File: config.mk
export PLATFORM = sky130hd
export DESIGN_NAME = alu_exec_pipe
export DESIGN_NICKNAME = d
export VERILOG_FILES = /design/src/rtl/alu_exec_pipe.sv
export SDC_FILE = /design/constraint.sdc
export NUM_CORES = 1
export LEC_CHECK = 0
export ABC_CLOCK_PERIOD_IN_PS = 4250
export CORE_ASPECT_RATIO = 0.7
export CORE_MARGIN = 2
export CORE_UTILIZATION = 52
export CTS_BUF_LIST = sky130_fd_sc_hd__clkbuf_4 sky130_fd_sc_hd__clkbuf_8
export DETAILED_ROUTE_END_ITERATION = 8
export GPL_ROUTABILITY_DRIVEN = 0
export PLACE_DENSITY = 0.89
export SLEW_MARGIN = 20
export SYNTH_ARGS = -nofsm -noshare
export SYNTH_HDL_FRONTEND = slang
export SYNTH_SLANG_ARGS = --single-unit
File: constraint.sdc
create_clock -name clk -period 4.25 [get_ports clk]
set_input_delay 1.275 -clock clk [delete_from_list [all_inputs] [get_ports clk]]
set_output_delay 1.275 -clock clk [all_outputs]
set_load 0.005 [all_outputs]
File: src/rtl/alu_exec_pipe.sv
// Execute stage: one result register behind a valid/ready handshake, immediate select,
// single-cycle ALU; define ALU_EXEC_MUL_EN to add the iterative shift-add multiplier.
//
// state    | meaning
// EMPTY    | nothing held, stage can accept
// FULL     | result held on outputs, out_valid high
// MUL_BUSY | shift-add multiply running, input stalled
module alu_exec_pipe #(
    parameter int DATA_W = 16,
    parameter int IMM_W  = 9,
    parameter int SB_W   = 40
) (
    input  logic              clk,
    input  logic              reset,
    input  logic              flush,
    input  logic              in_valid,
    output logic              in_ready,
    input  logic [DATA_W-1:0] regA,
    input  logic [DATA_W-1:0] regB,
    input  logic [3:0]        cop,
    input  logic [IMM_W-1:0]  inmediate,
    input  logic [SB_W-1:0]   sb_in,
    output logic              out_valid,
    input  logic              out_ready,
    output logic [DATA_W-1:0] alu_result,
    output logic              OVF,
    output logic              illegal,
    output logic [SB_W-1:0]   sb_out
);
    localparam logic [1:0] EMPTY = 2'd0;
    localparam logic [1:0] FULL  = 2'd1;
    localparam int ZEXT_W = DATA_W - IMM_W;

    localparam logic [3:0] OP_ADD = 4'b0000;
    localparam logic [3:0] OP_SUB = 4'b0001;
    localparam logic [3:0] OP_MOV = 4'b0011;
    localparam logic [3:0] OP_AND = 4'b0100;
    localparam logic [3:0] OP_OR  = 4'b0101;
    localparam logic [3:0] OP_LD  = 4'b0110;
    localparam logic [3:0] OP_ST  = 4'b0111;

    logic [1:0]        state_q, state_d;
    logic [DATA_W-1:0] result_q, result_d;
    logic              ovf_q, ovf_d;
    logic              illegal_q, illegal_d;
    logic [SB_W-1:0]   sb_q, sb_d;

    logic              accept;
    logic [DATA_W-1:0] op_b, sum, diff, alu_res;
    logic              alu_ovf, alu_ill;

`ifdef ALU_EXEC_MUL_EN
    localparam logic [1:0] MUL_BUSY = 2'd2;
    localparam logic [3:0] OP_MUL   = 4'b1000;
    localparam int CNT_W = $clog2(DATA_W + 1);
    localparam logic [CNT_W-1:0] MUL_CNT_INIT = CNT_W'(DATA_W);
    localparam logic [CNT_W-1:0] MUL_CNT_LAST = CNT_W'(1);

    logic [CNT_W-1:0]    cnt_q, cnt_d;
    logic [2*DATA_W-1:0] mcand_q, mcand_d;
    logic [2*DATA_W-1:0] prod_q, prod_d;
    logic [DATA_W-1:0]   mplier_q, mplier_d;
    logic [SB_W-1:0]     mul_sb_q, mul_sb_d;
    logic                is_mul;
`endif

    always_comb begin : alu
        op_b = regB;
        if (cop == OP_MOV || cop == OP_LD || cop == OP_ST) begin
            op_b = {{ZEXT_W{1'b0}}, inmediate};
        end
        sum     = regA + op_b;
        diff    = regA - op_b;
        alu_res = '0;
        alu_ovf = 1'b0;
        alu_ill = 1'b0;
`ifdef ALU_EXEC_MUL_EN
        is_mul  = 1'b0;
`endif
        case (cop)
            OP_ADD, OP_LD, OP_ST: begin
                alu_res = sum;
                alu_ovf = (regA[DATA_W-1] == op_b[DATA_W-1]) && (sum[DATA_W-1] != regA[DATA_W-1]);
            end
            OP_SUB: begin
                alu_res = diff;
                alu_ovf = (regA[DATA_W-1] != op_b[DATA_W-1]) && (diff[DATA_W-1] != regA[DATA_W-1]);
            end
            OP_MOV: alu_res = op_b;
            OP_AND: alu_res = regA & op_b;
            OP_OR:  alu_res = regA | op_b;
`ifdef ALU_EXEC_MUL_EN
            OP_MUL: is_mul = 1'b1;
`endif
            default: alu_ill = 1'b1;
        endcase
    end

    assign in_ready = !flush && (state_q == EMPTY || (state_q == FULL && out_ready));
    assign accept   = in_valid && in_ready;

    always_comb begin : fsm
        state_d   = state_q;
        result_d  = result_q;
        ovf_d     = ovf_q;
        illegal_d = illegal_q;
        sb_d      = sb_q;
`ifdef ALU_EXEC_MUL_EN
        cnt_d     = cnt_q;
        mcand_d   = mcand_q;
        prod_d    = prod_q;
        mplier_d  = mplier_q;
        mul_sb_d  = mul_sb_q;
`endif
        if (flush) begin
            state_d = EMPTY;
`ifdef ALU_EXEC_MUL_EN
            cnt_d   = '0;
`endif
        end else if (accept) begin
`ifdef ALU_EXEC_MUL_EN
            if (is_mul) begin
                state_d  = MUL_BUSY;
                cnt_d    = MUL_CNT_INIT;
                mcand_d  = {{DATA_W{1'b0}}, regA};
                mplier_d = regB;
                prod_d   = '0;
                mul_sb_d = sb_in;
            end else
`endif
            begin
                state_d   = FULL;
                result_d  = alu_res;
                ovf_d     = alu_ovf;
                illegal_d = alu_ill;
                sb_d      = sb_in;
            end
        end else if (state_q == FULL && out_ready) begin
            state_d = EMPTY;
        end
`ifdef ALU_EXEC_MUL_EN
        else if (state_q == MUL_BUSY) begin
            prod_d   = mplier_q[0] ? prod_q + mcand_q : prod_q;
            mcand_d  = mcand_q << 1;
            mplier_d = mplier_q >> 1;
            cnt_d    = cnt_q - MUL_CNT_LAST;
            // Result and sideband land together so sb_out never leads alu_result.
            if (cnt_q == MUL_CNT_LAST) begin
                state_d   = FULL;
                result_d  = prod_d[DATA_W-1:0];
                ovf_d     = |prod_d[2*DATA_W-1:DATA_W];
                illegal_d = 1'b0;
                sb_d      = mul_sb_q;
            end
        end
`endif
    end

    always_ff @(posedge clk or posedge reset) begin
        if (reset) begin
            state_q   <= EMPTY;
            result_q  <= '0;
            ovf_q     <= 1'b0;
            illegal_q <= 1'b0;
            sb_q      <= '0;
`ifdef ALU_EXEC_MUL_EN
            cnt_q     <= '0;
            mcand_q   <= '0;
            prod_q    <= '0;
            mplier_q  <= '0;
            mul_sb_q  <= '0;
`endif
        end else begin
            state_q   <= state_d;
            result_q  <= result_d;
            ovf_q     <= ovf_d;
            illegal_q <= illegal_d;
            sb_q      <= sb_d;
`ifdef ALU_EXEC_MUL_EN
            cnt_q     <= cnt_d;
            mcand_q   <= mcand_d;
            prod_q    <= prod_d;
            mplier_q  <= mplier_d;
            mul_sb_q  <= mul_sb_d;
`endif
        end
    end

    assign out_valid  = (state_q == FULL);
    assign alu_result = result_q;
    assign OVF        = ovf_q;
    assign illegal    = illegal_q;
    assign sb_out     = sb_q;

endmodule

==> metrics.json, run 1 <==
{
  "timing": {
    "timing.final.setup_violations": 5,
    "fin_clk_skew_ns": 0.0117,
    "min_period_ns": 4.44,
    "setup_ws_ns": -0.192,
    "fmax_mhz": 225,
    "hold-worst-slack_ns": 0.504,
    "min_period_over_period_pct": 105,
    "slew_headroom_pct": 36.3,
    "timing_max_transition_violations_final": 0,
    "setup-tns-final_ns": -0.423,
    "finalHoldViolCount": 0,
    "worst-slew-pin-transition_ns": 0.951
  },
  "outcome": {
    "failed_checks": "DRC, setup timing",
    "run_status": "complete, but fails checks"
  },
  "yosys": {
    "synth.largest_area_cell": "dfrtp_1",
    "netlist_top_cells_area": "dfrtp_1 32%, ha_1 13%, mux2_2 9.9%",
    "yosys.cell_count.top_type": "nand2_1",
    "number_of_distinct_library_cells_after_synthesis": 61,
    "dominantRegCellSynth": "dfrtp_1",
    "syn_std_cell_area_mm2": 0.00455,
    "synth_enable_flop_cells": 0,
    "syn-mean-instance-area_um2": 9.13,
    "synthDominantCellAreaShare_pct": 32.5,
    "synth_common_cells": "64 x nand2_1, 59 x dfrtp_1, 49 x ha_1",
    "netlist_instances": 498,
    "synth_fp_nets": 639,
    "yosysWarnings": 0,
    "synth-async-reset-ratio_pct": 100,
    "ys_seq_area_share_pct": 32.5,
    "postSynthRegisterBits": 59
  },
  "finish": {
    "fin_area_mm2": 0.00724,
    "antenna_cells": 0,
    "syn_to_final_growth_pct": 59.3,
    "finalNetCount": 877,
    "drive_gt1_share_pct": 29.0,
    "instances_no_fill": 861,
    "layout.filler_cells": 405
  },
  "placement": {
    "placement.cell_area_mm2": 0.00680,
    "half_perimeter_wire_length_of_the_detailed_placement_result_um": 12300,
    "dp.cells": 836,
    "buffer_ports.inserted": 149
  },
  "cts": {
    "cts.sinks": 59,
    "worstSkewPairLatency_ns": 0.37,
    "tritoncts.num_buffers": 9,
    "htreeDepth": 3,
    "cts-root-buf": "clkbuf_8",
    "cts_tree": "yes",
    "cts_hold_buffers": 0,
    "clk_pin_slew_ns": 0.09,
    "cts_max_path_buffers": 2
  },
  "min_path": {
    "worstHoldPathType": "reg2reg",
    "worst_hold_path.num_cells": 2,
    "min_delay_worst_endpoint": "alu_result[2]",
    "hold_path.startpoint": "alu_result[2]"
  },
  "power": {
    "p_leak_nw": 3.31,
    "vdd.ir_drop.worst_v": 0.000167,
    "power_density_mw_per_mm2": 308,
    "finalPower_w": 0.00223
  },
  "routing": {
    "drt_wl_total_um": 20500,
    "first_pass_iteration_count_of_the_detailed_router": 9,
    "ant_nets": 0,
    "route.vias.total": 5593,
    "dr.first_iter.drc_count": 1047,
    "route.detailed.vias_per_inst": 6.50,
    "drt-wirelength-per-cell_um": 23.8,
    "drc": 107
  },
  "worst_setup_path": {
    "timing.reg2reg.setup_slack_ns": 2.06,
    "critPathTopFamily": "compound AO/OA/AOI/OAI gates",
    "worst_path_max_delay_cell": "or3_4",
    "worst_r2r_path_depth": 7,
    "r2r_end": "alu_result[14]",
    "worst_path_most_repeated_cell": "inv_2",
    "rr_startpoint": "state_q[0]",
    "crit_path_start_kind": "primary input",
    "timing.critical_path.to_type": "register",
    "critPathKind": "in2reg",
    "arrival_time_reported_for_the_critical_path_endpoint_ns": 4.69,
    "worst_ep_required_time_ns": 4.50,
    "worst-path-buf-inv": 6,
    "path_cells": "clkdlybuf4s15_2 -> inv_2 -> or3_4 -> buf_8 -> nand2_1 -> nand2_2 -> inv_2 -> ha_4 -> inv_1 -> a221oi_4 -> nand4b_1 -> a311oi_2 -> buf_4 -> o21ai_0 -> a21oi_1 -> o221ai_1 -> a22o_1",
    "max_stage_delay_ns": 0.46,
    "critical_path.max_fanout": 6
  },
  "global_route": {
    "grt_start_max_net_pins": 61,
    "grt_overflow": 0,
    "first_global_vias": 5413,
    "global_route.usage.total_pct": 35.8,
    "initial_antenna_violation_count": 0,
    "grt_first_pass_wirelength_um": 26300
  },
  "floorplanning": {
    "i_o_pin_count": 150,
    "die_h_um": 82.2,
    "floorplan.core_area_mm2": 0.00848,
    "floorplan.rows": 28,
    "die_area_mm2": 0.00952,
    "die_extent_in_x_um": 116,
    "start_util_pct": 53.6
  },
  "run": {
    "maxCapViolations": 0
  }
}
## worst min-delay path, stage by stage (launching register included)
cell     delay, ns
dfrtp_1       0.35
nand2_1       0.05
o21ai_0       0.06
## per-stage QoR
stage          utilization [%]  worst slack (ns)
6_report                  85.4            -0.192
5_1_grt                   85.4            -0.273
4_1_cts                   84.0            0.0223
3_5_place_dp              80.2            -0.798
3_3_place_gp              80.2            -0.615
2_1_floorplan                -           -0.0924
## flip-flops by register name, indices dropped and copies added (netlist names)
register / flops
illegal: 1
OVF: 1
alu_result: 16
sb_out: 40
state_q: 1
## cells in the final DEF (no fill, tap or decap), drive strengths merged, types with 3 or more instances in the layout
| master | instances |
|---|---|
| a211oi | 4 |
| a21o | 4 |
| a21oi | 22 |
| a221o | 5 |
| a221oi | 10 |
| a22o | 7 |
| a22oi | 4 |
| a31oi | 3 |
| buf | 105 |
| clkbuf | 10 |
| clkdlybuf4s50 | 145 |
| clkinv | 3 |
| dfrtp | 59 |
| ha | 49 |
| inv | 45 |
| mux2 | 40 |
| nand2 | 64 |
| nand2b | 8 |
| nor2 | 36 |
| nor2b | 4 |
| nor3 | 10 |
| o211ai | 5 |
| o21ai | 30 |
| o21bai | 5 |
| o221a | 3 |
| o221ai | 8 |
| o31a | 3 |
| or3 | 7 |
| xnor2 | 3 |
| xor2 | 4 |
## timing repair
action	CTS	global route
endpoints found under the setup margin	10	7
endpoints found under the hold margin	0	0
buffers inserted	3	6
pin swaps	13	17
gates resized for setup	38	19
## logic make-up after synthesis
family | Yosys count | share of synthesized area (%)
muxes | 42 | 10.3
xor gates and xnor gates | 7 | 1.35
DFF | 59 | 32.5
AOI/OAI and AO/OA | 132 | 21.7
buffers and inverters | 68 | 5.92
and+or+nand+nor | 139 | 13.8
adders and majority gates | 51 | 14.4
## report_power, final
| group | internal [W] | switching (W) | total, W |
|---|---|---|---|
| Sequential | 0.000648 | 0.0000537 | 0.000701 |
| Combinational | 0.000532 | 0.000450 | 0.000981 |
| Clock | 0.000278 | 0.000272 | 0.000551 |
| Total | 0.00146 | 0.000776 | 0.00223 |
## how the worst max path moves through the flow
stage,from,end,slack (ns),cells past startpoint
6_report,cop[1],alu_result[11],-0.19,17
5_1_grt,cop[1],alu_result[11],-0.27,17
4_1_cts,cop[1],alu_result[10],0.02,16
3_5_place_dp,cop[1],alu_result[15],-0.80,17
3_3_place_gp,cop[1],alu_result[15],-0.61,17
2_1_floorplan,cop[3],alu_result[10],-0.09,17
## metal layers
metal	GRT usage, %	routed length (um)
met1	40.9	7010
met4	21.3	1500
met5	0	0
met3	8.54	2580
met2	62.0	9410
## cell type report
cell class,count,area (um2),share of cell area [%]
clock buffers,10,131,1.81
inverters,44,165,2.28
repair buffers,251,2250,31.1
well taps,120,150,2.07
flip-flops and latches,59,1480,20.4
clock inverters,6,65.1,0.898
multi-input cells,371,3000,41.4
(Power assumes the default switching activity.)
==> run 2: changes to the inputs <==
--- a/config.mk
+++ b/config.mk
@@ -5,7 +5,6 @@
 export SDC_FILE = /design/constraint.sdc
 export NUM_CORES = 1
 export LEC_CHECK = 0
-export ABC_CLOCK_PERIOD_IN_PS = 4250
 export CORE_ASPECT_RATIO = 0.7
 export CORE_MARGIN = 2
 export CORE_UTILIZATION = 52
==> results of run 2 <==
No change in the layout: final DEF, timing and power equal those of run 1.
==> run 3: changes to the inputs <==
--- a/config.mk
+++ b/config.mk
@@ -5,13 +5,15 @@
 export SDC_FILE = /design/constraint.sdc
 export NUM_CORES = 1
 export LEC_CHECK = 0
+export CELL_PAD_IN_SITES_DETAIL_PLACEMENT = 0
+export CELL_PAD_IN_SITES_GLOBAL_PLACEMENT = 1
 export CORE_ASPECT_RATIO = 0.7
 export CORE_MARGIN = 2
-export CORE_UTILIZATION = 52
+export CORE_UTILIZATION = 38
 export CTS_BUF_LIST = sky130_fd_sc_hd__clkbuf_4 sky130_fd_sc_hd__clkbuf_8
 export DETAILED_ROUTE_END_ITERATION = 8
 export GPL_ROUTABILITY_DRIVEN = 0
-export PLACE_DENSITY = 0.89
+export PLACE_DENSITY_LB_ADDON = 0.1
 export SLEW_MARGIN = 20
 export SYNTH_ARGS = -nofsm -noshare
 export SYNTH_HDL_FRONTEND = slang
==> run 3 against run 2 <==
Against the previous run: the flow now finishes without violations; highest routed layer unchanged; clock power is 4.9% higher; non-clock buffer count is 11 higher; largest power group unchanged; utilization is 21 points lower; via count is 15% lower; total power is 1.1% lower; final cell count is 5.5% higher.
==> metrics.json, run 3 (synthesized netlist as in run 1, its figures left out) <==
{
  "cts": {
    "cts_tree": "yes",
    "cts_hold_buffers": {"value": 0, "change": "unchanged"},
    "clk_pin_slew": {"value": 0.07, "unit": "ns", "change": "-0.02 ns"},
    "htreeDepth": {"value": 3, "change": "unchanged"},
    "worstSkewPairLatency": {"value": 0.34, "unit": "ns", "change": "-0.03 ns"},
    "cts-root-buf": "clkbuf_8",
    "tritoncts.num_buffers": {"value": 9, "change": "unchanged"},
    "cts_max_path_buffers": {"value": 2, "change": "unchanged"},
    "cts.sinks": {"value": 59, "change": "unchanged"}
  },
  "finish": {
    "drive_gt1_share": {"value": 30.8, "unit": "%", "change": "+1.7 points"},
    "finalNetCount": {"value": 888, "change": "+1.3%"},
    "post-route-util": {"value": 63.9, "unit": "%", "change": "-21 points"},
    "fin_area": {"value": 0.00747, "unit": "mm2", "change": "+3.2%"},
    "antenna_cells": {"value": 0, "change": "unchanged"},
    "syn_to_final_growth_pct": 64.4,
    "layout_common_cells": "145 x clkdlybuf4s50_1, 112 x buf_4, 59 x dfrtp_1",
    "layout.area.seq": {"value": 0.00148, "unit": "mm2", "change": "unchanged"},
    "instances_no_fill": {"value": 908, "change": "+5.5%"},
    "mostFrequentLayoutCell": "clkdlybuf4s50_1",
    "multiInputGateArea": {"value": 0.00306, "unit": "mm2", "change": "+1.8%"},
    "largest_register_ff_count": {"value": 40, "change": "unchanged"},
    "layout.filler_cells": {"value": 975, "change": "+140%"}
  },
  "power": {
    "finalPower": {"value": 0.00221, "unit": "W", "change": "-1.1%"},
    "power_density": {"value": 296, "unit": "mW/mm2", "change": "-4.1%"},
    "p_leak": {"value": 3.39, "unit": "nW", "change": "+2.5%"},
    "vdd.ir_drop.worst": {"value": 0.000158, "unit": "V", "change": "-5.6%"}
  },
  "global_route": {
    "grt_start_max_net_pins": {"value": 62, "change": "+1.6%"},
    "grt_overflow": {"value": 0, "change": "unchanged"},
    "grt_first_pass_wirelength": {"value": 24000, "unit": "um", "change": "-8.8%"},
    "global_route.usage.total": {"value": 24.1, "unit": "%", "change": "-12 points"},
    "initial_antenna_violation_count": {"value": 0, "change": "unchanged"},
    "first_global_vias": {"value": 4618, "change": "-15%"}
  },
  "worst_setup_path": {
    "critical_path.max_fanout": {"value": 7, "change": "+1"},
    "timing.critical_path.to_type": "register",
    "critPathKind": "in2reg",
    "crit_path_start_kind": "primary input",
    "arrival_time_reported_for_the_critical_path_endpoint": {"value": 4.41, "unit": "ns", "change": "-0.28 ns"},
    "worst_ep_required_time": {"value": 4.48, "unit": "ns", "change": "-0.02 ns"}
  },
  "placement": {
    "buffer_ports.inserted": {"value": 149, "change": "unchanged"},
    "dp.cells": {"value": 879, "change": "+5.1%"},
    "placement.cell_area": {"value": 0.00690, "unit": "mm2", "change": "+1.5%"},
    "half_perimeter_wire_length_of_the_detailed_placement_result": {"value": 11700, "unit": "um", "change": "-5.1%"}
  },
  "timing": {
    "slew_headroom": {"value": 47.6, "unit": "%", "change": "+11 points"},
    "hold-worst-slack": {"value": 0.490, "unit": "ns", "change": "-0.0145 ns"},
    "finalHoldViolCount": {"value": 0, "change": "unchanged"},
    "timing_max_transition_violations_final": {"value": 0, "change": "unchanged"},
    "fmax": {"value": 239, "unit": "MHz", "change": "+6.3%"},
    "min_period": {"value": 4.18, "unit": "ns", "change": "-0.264 ns"},
    "timing.final.setup_violations": {"value": 0, "change": "-5"},
    "min_period_over_period": {"value": 98.3, "unit": "%", "change": "-6.2 points"},
    "fin_clk_skew": {"value": 0.00788, "unit": "ns", "change": "-0.00385 ns"},
    "worst-slew-pin-transition": {"value": 0.785, "unit": "ns", "change": "-0.166 ns"}
  },
  "routing": {
    "dr.first_iter.drc_count": {"value": 368, "change": "-65%"},
    "route.detailed.vias_per_inst": {"value": 5.24, "change": "-19%"},
    "drc": {"value": 0, "change": "-100%"},
    "drt_wl_total": {"value": 15900, "unit": "um", "change": "-22%"},
    "first_pass_iteration_count_of_the_detailed_router": {"value": 6, "change": "-3"},
    "ant_nets": {"value": 0, "change": "unchanged"},
    "route.vias.total": {"value": 4755, "change": "-15%"},
    "drt-wirelength-per-cell": {"value": 17.5, "unit": "um", "change": "-26%"}
  },
  "floorplanning": {
    "i_o_pin_count": {"value": 150, "change": "unchanged"},
    "die_extent_in_x": {"value": 135, "unit": "um", "change": "+16%"},
    "die_area": {"value": 0.0129, "unit": "mm2", "change": "+35%"},
    "die_h": {"value": 95.5, "unit": "um", "change": "+16%"},
    "floorplan.rows": {"value": 33, "change": "+18%"},
    "floorplan.core_area": {"value": 0.0117, "unit": "mm2", "change": "+38%"},
    "start_util": {"value": 38.9, "unit": "%", "change": "-15 points"}
  },
  "outcome": {
    "run_status": "finished clean"
  },
  "run": {
    "maxCapViolations": {"value": 0, "change": "unchanged"}
  },
  "min_path": {
    "worstHoldPathType": "reg2reg"
  }
}
-- run 3: changes by cell type in the layout (fill, tap and decap cells not counted), sizes merged --
cell and change:
clkdlybuf4s15 -1, bufinv +1, buf +11, clkbuf +1
clkinv -1, inv -1
-- run 3: routing by layer --
metal / vias up / GRT usage [%] / share of wire [%]
met3: 18 / 3.93 / 6.7
li1: 2276 / - / -
met5: - / 0 / 0
met4: 0 / 5.88 / 1.5
met2: 180 / 38.5 / 45
met1: 2281 / 34.2 / 46
-- run 3: critical path, cell delays in order --
cell and delay (ns):
buf_4 0.13, or3_4 0.42, buf_6 0.14, buf_12 0.12
nand2_1 0.07, nand2_2 0.07, inv_2 0.06, ha_1 0.24
buf_4 0.16, buf_4 0.16, a21oi_1 0.20, o21ai_0 0.11
a21oi_1 0.21, o41a_4 0.21, buf_4 0.12, o31a_1 0.14
o21ai_0 0.11, a22o_1 0.28, a22o_1 0.19
-- run 3: area by class of cell --
class	count	share of cell area (%)
clock buffer	10	1.84
clock inverter	5	1.04
inverter	44	2.24
multi-input combinational	371	40.9
sequential	59	19.8
tap	157	2.63
timing repair buffer	262	31.6
-- run 3: final timing paths --
check	from	endpoint	slack (ns)	cells past startpoint
min in group asynchronous	reset	sb_out[25]	1.29	2
min	alu_result[7]	alu_result[7]	0.49	2
max	cop[3]	alu_result[13]	0.07	19
max reg2reg	state_q[0]	alu_result[14]	2.09	7
min reg2reg	alu_result[7]	alu_result[7]	0.49	2
max in group asynchronous	reset	sb_out[7]	2.27	3
-- run 3: per-stage QoR --
step | TNS, ns | worst slack (ns)
3_3_place_gp | -7.33 | -0.833
4_1_cts | 0 | 0.00894
6_report | 0 | 0.0722
2_1_floorplan | -0.152 | -0.0924
5_1_grt | -0.0276 | -0.0142
3_5_place_dp | -8.03 | -0.871
-- run 3: where the power goes --
part	internal, W	switching [W]
combinational	0.000549	0.000392
clock	0.000341	0.000237
sequential	0.000648	0.0000431
total	0.00154	0.000673
-- run 3: what timing repair did --
action	in CTS	in global routing
buffers inserted	6	8
setup endpoints to repair	11	7
pin swaps	12	25
resized for setup	31	41
